### config.mk
export PLATFORM = sky130hd
export DESIGN_NAME = request_arbiter_4_1
export DESIGN_NICKNAME = d
export VERILOG_FILES = /design/src/rtl/request_arbiter_4_1.sv
export SDC_FILE = /design/constraint.sdc
export NUM_CORES = 1
export LEC_CHECK = 0
export ABC_AREA = 1
export BUFFER_PORTS_ARGS = -buffer_cell sky130_fd_sc_hd__clkbuf_2
export CORE_AREA = 5 5 50 63
export CTS_CLUSTER_SIZE = 24
export DETAILED_ROUTE_END_ITERATION = 10
export DIE_AREA = 0 0 55 68
export HOLD_SLACK_MARGIN = 0.02
export SLEW_MARGIN = 20
export SYNTH_ARGS = -nofsm -noshare
export SYNTH_HDL_FRONTEND = slang
export SYNTH_SLANG_ARGS = --single-unit
### constraint.sdc
create_clock -name Clock_In -period 2 [get_ports Clock_In]
set_clock_uncertainty 0.15 [all_clocks]
set_input_delay 0.1 -clock Clock_In [delete_from_list [all_inputs] [get_ports Clock_In]]
set_output_delay 0.1 -clock Clock_In [all_outputs]
set_load 0.01 [all_outputs]
### src/rtl/request_arbiter_4_1.sv
// Four-way request arbiter with registered one-hot grant, encoded index and hold timeout.
// Define ROUND_ROBIN_ARB_EN for rotating priority; the default build uses fixed priority (index 0 highest).
module request_arbiter_4_1 #(
  parameter int unsigned MAX_HOLD   = 16,
  parameter int unsigned HOLD_CNT_W = 8
) (
  input  logic       Clock_In,
  input  logic       Reset_In,
  input  logic       Enable_In,
  input  logic [3:0] Req_In,
  input  logic       Done_In,
  output logic [3:0] Grant_Out,
  output logic [1:0] Grant_Index_Out,
  output logic       Grant_Valid_Out,
  output logic       Timeout_Out
);

  typedef enum logic {
    IDLE,
    GRANTED
  } state_t;

  localparam bit                    HOLD_EN   = (MAX_HOLD != 0);
  localparam logic [HOLD_CNT_W-1:0] HOLD_LAST = HOLD_CNT_W'(MAX_HOLD - 1);

  state_t                state_q, state_nxt;
  logic [HOLD_CNT_W-1:0] hold_cnt_q, hold_cnt_nxt;
  logic [3:0]            grant_q, grant_nxt;
  logic [1:0]            index_q, index_nxt;
  logic                  timeout_q, timeout_nxt;

  logic [1:0]            search_base;
  logic [1:0]            winner;
  logic                  win_found;
  logic                  owner_req;
  logic                  release_exit;
  logic                  timeout_hit;

`ifdef ROUND_ROBIN_ARB_EN
  logic [1:0] rr_ptr_q;

  // Pointer names the first index searched; advancing on every grant also covers timeout-revoked owners.
  always_ff @(posedge Clock_In or posedge Reset_In) begin
    if (Reset_In) begin
      rr_ptr_q <= '0;
    end else if (state_q == IDLE && Enable_In && win_found) begin
      rr_ptr_q <= winner + 2'd1;
    end
  end

  assign search_base = rr_ptr_q;
`else
  assign search_base = '0;
`endif

  always_comb begin
    logic [1:0] cand;
    cand      = '0;
    winner    = '0;
    win_found = 1'b0;
    for (int unsigned k = 0; k < 4; k++) begin
      cand = search_base + k[1:0];
      if (!win_found && Req_In[cand]) begin
        winner    = cand;
        win_found = 1'b1;
      end
    end
  end

  assign owner_req    = |(Req_In & grant_q);
  assign release_exit = Done_In || !owner_req || !Enable_In;
  assign timeout_hit  = HOLD_EN && (hold_cnt_q == HOLD_LAST);

  always_ff @(posedge Clock_In or posedge Reset_In) begin
    if (Reset_In) begin
      state_q    <= IDLE;
      hold_cnt_q <= '0;
      grant_q    <= '0;
      index_q    <= '0;
      timeout_q  <= 1'b0;
    end else begin
      state_q    <= state_nxt;
      hold_cnt_q <= hold_cnt_nxt;
      grant_q    <= grant_nxt;
      index_q    <= index_nxt;
      timeout_q  <= timeout_nxt;
    end
  end

  always_comb begin
    state_nxt    = state_q;
    hold_cnt_nxt = hold_cnt_q;
    grant_nxt    = grant_q;
    index_nxt    = index_q;
    timeout_nxt  = 1'b0;
    unique case (state_q)
      IDLE: begin
        if (Enable_In && win_found) begin
          state_nxt    = GRANTED;
          hold_cnt_nxt = '0;
          grant_nxt    = 4'b0001 << winner;
          index_nxt    = winner;
        end
      end
      GRANTED: begin
        if (release_exit || timeout_hit) begin
          state_nxt    = IDLE;
          hold_cnt_nxt = '0;
          grant_nxt    = '0;
          // Timeout pulse only when no owner-side cause coincides.
          timeout_nxt  = timeout_hit && !release_exit;
        end else if (hold_cnt_q != '1) begin
          hold_cnt_nxt = hold_cnt_q + 1'b1;
        end
      end
      default: begin
        state_nxt = IDLE;
        grant_nxt = '0;
      end
    endcase
  end

  assign Grant_Out       = grant_q;
  assign Grant_Index_Out = index_q;
  assign Grant_Valid_Out = (state_q == GRANTED);
  assign Timeout_Out     = timeout_q;

endmodule

==> flow_metrics.env <==
export IMPL_outcome="completed"
export IMPL_synth_nets=126
export IMPL_critPathLaunchType="primary input"
export IMPL_firstDrtPassIters=4
export IMPL_clk_latency_ns=0.28
export IMPL_synthTopCellsByArea="dfrtp_1 44%, nand2_1 14%, nand3_1 7.1%"
export IMPL_grt_use_total=0.1276
export IMPL_final_cell_mix="33 x nand2_1, 16 x dfrtp_1, 15 x clkbuf_2, 13 x nand3_1, 12 x inv_1"
export IMPL_tightest_slew_ns=0.5767
export IMPL_first_iter_violations=18
export IMPL_die_y_um=68
export IMPL_root_buffer="clkbuf_4"
export IMPL_clockBufferDepth=2
export IMPL_area_growth_pct=22.25
export IMPL_antenna_found_initial=0
export IMPL_fmax_ghz=0.5447
export IMPL_htree_levels=1
export IMPL_overflow=0
export IMPL_yosysWarningCount=0
export IMPL_cts_tree="yes"
export IMPL_finalPower_w=0.0006652
export IMPL_design_area_mm2=0.001114
export IMPL_ir_drop_uv=327.2
export IMPL_required_ns=2.04
export IMPL_grt_pass1_wl_um=3443
export IMPL_finalCritPeriodShare=0.9179
export IMPL_die_area_mm2=0.003740
export IMPL_grt_pass1_vias=863
export IMPL_drive_gt1_frac=0.2766
export IMPL_totalWireLength_um=1889
export IMPL_end_kind="flop"
export IMPL_seqCellArea_um2=400.4
export IMPL_max_cap_viol_count=0
export IMPL_netlist_area_um2=910.9
export IMPL_min_path_type="primary input to flop"
export IMPL_io_buffer_count=15
export IMPL_syn_avg_cell_area_um2=7.785
export IMPL_fillerInstances=281
export IMPL_ys_ff_latch=16
export IMPL_fp_row_count=21
export IMPL_synthCells=117
export IMPL_drtAntennaViolNets=0
export IMPL_synth_largest_area_cell="dfrtp_1"
export IMPL_numCtsBuffers=3
export IMPL_p_per_area_mw_per_mm2=597.4
export IMPL_path_clk_slew_ns=0.09
export IMPL_vias=819
export IMPL_critical_path_class="primary input to flop"
export IMPL_finalSetupViolations=0
export IMPL_cts_sinks=16
export IMPL_multi_input_area_um2=442.9
export IMPL_die_w_um=55
export IMPL_dpl_cell_area_mm2=0.001017
export IMPL_gp_congestion=0.8127
export IMPL_synth_top_area_share=0.4396
export IMPL_yosysSeqAreaShare=0.4396
export IMPL_drt_vias_per_instance=4.680
export IMPL_drc=0
export IMPL_place_hpwl_um=1584
export IMPL_final_common_cell="nand2_1"
export IMPL_diodes=0
export IMPL_hold_viol_final=0
export IMPL_yosys_cell_types_count=20
export IMPL_cp_max_fo=6
export IMPL_drt_wirelength_per_cell_um=10.79
export IMPL_regToRegSetupSlack_ns=0.38
export IMPL_fin_crit_ns=1.836
export IMPL_final_max_slew_viol_count=0
export IMPL_cp_arrival_ns=1.87
export IMPL_grt_max_degree=17
export IMPL_max_slew_margin=0.6151
export IMPL_fin_nets=151
export IMPL_rsz0062_at_grt="no"
export IMPL_ioPinCount=16
export IMPL_final_setup_tns_ns=0
export IMPL_p_leak_nw=0.5910
export IMPL_start_util=0.3574
export IMPL_core_mm2=0.002549
[worst paths after layout]
check | cells past startpoint | from | end
setup / recovery | 9 | Req_In[0] | Grant_Out[2]
hold / removal | 5 | Req_In[1] | Grant_Out[1]
setup reg to reg | 8 | hold_cnt_q[0] | hold_cnt_q[4]
hold reg to reg | 1 | Grant_Index_Out[0] | Grant_Index_Out[0]
max in group asynchronous | 3 | Reset_In | hold_cnt_q[5]
min in group asynchronous | 3 | Reset_In | Grant_Index_Out[1]
[synthesized netlist by cell type]
library cell  instances
or2_2                 2
nand4_2               1
inv_1                12
o21ai_0               2
nand2_1              33
nand4_1               2
inv_2                 3
ha_1                  1
nor3_2                1
o21a_1                2
nand2_2               5
nand3b_1              2
dfrtp_1              16
nand3_2               3
nand3_1              13
nor2_2                5
o21ai_1               2
xor2_1                2
nor2_1                9
buf_6                 1
[worst max-delay path, cell delays in order]
cell           delay, ns
dlygate4sd3_1       0.53
clkbuf_2            0.13
nor2_2              0.19
nand3_2             0.10
nand2_2             0.09
nor2_2              0.07
nand3_1             0.07
dlygate4sd3_1       0.54
nand2_1             0.05
[stage by stage]
| stage | std cells | hold slack [ns] | utilization | setup WS [ns] |
|---|---|---|---|---|
| after floorplan | 117 | -0.1363 | - | 0.5483 |
| after global placement | 165 | 0.02925 | 0.3991 | 0.4167 |
| after detailed placement | 165 | 0.02865 | 0.3991 | 0.3821 |
| after CTS | 175 | 0.02768 | 0.4369 | 0.1742 |
| after global routing | 175 | 0.05570 | 0.4369 | 0.09940 |
| final | 175 | 0.02224 | 0.4369 | 0.1641 |
[what timing repair did]
action | 4_1_cts | 5_1_grt
resized for setup | 0 | 0
buffers inserted | 0 | 0
hold endpoints to repair | 20 | 0
hold buffers | 6 | 0
[state kept, by name, indices dropped and copies added, names as in the netlist]
| signal | cells |
|---|---|
| Timeout_Out | 1 |
| Grant_Valid_Out | 1 |
| Grant_Out | 4 |
| Grant_Index_Out | 2 |
| hold_cnt_q | 8 |
[cells by family (layout without fill, tap and decap cells)]
kind of cell	Yosys count	count (layout)	share of synthesized area
AND/OR/NAND/NOR	76	76	0.4148
flip-flops	16	16	0.4396
buffers and inverters	16	40	0.07417
AO/OA/AOI/OAI	6	6	0.03846
XOR/XNOR	2	2	0.01923
adder cells (fa/ha/maj)	1	1	0.01373
[routing by layer]
metal	up-vias	track usage	share of wire
li1	415	-	-
met1	385	0.1364	0.42
met2	15	0.2278	0.52
met3	4	0.02832	0.042
met4	0	0.06383	0.018
met5	-	0	0
[layout make-up]
cell class,instances,area share
Timing Repair Buffer,21,0.1213
Clock buffer,4,0.03258
Inverter,15,0.05056
Sequential cell,16,0.3595
Tap cell,34,0.03820
Multi-Input combinational cell,85,0.3978
[power breakdown]
group / total, W / switching (W) / internal [W]
clock network: 0.000213 / 0.000102 / 0.000111
logic: 0.000102 / 0.0000634 / 0.0000389
registers: 0.000350 / 0.0000119 / 0.000338
No activity file was read; power rests on OpenSTA's default activity.
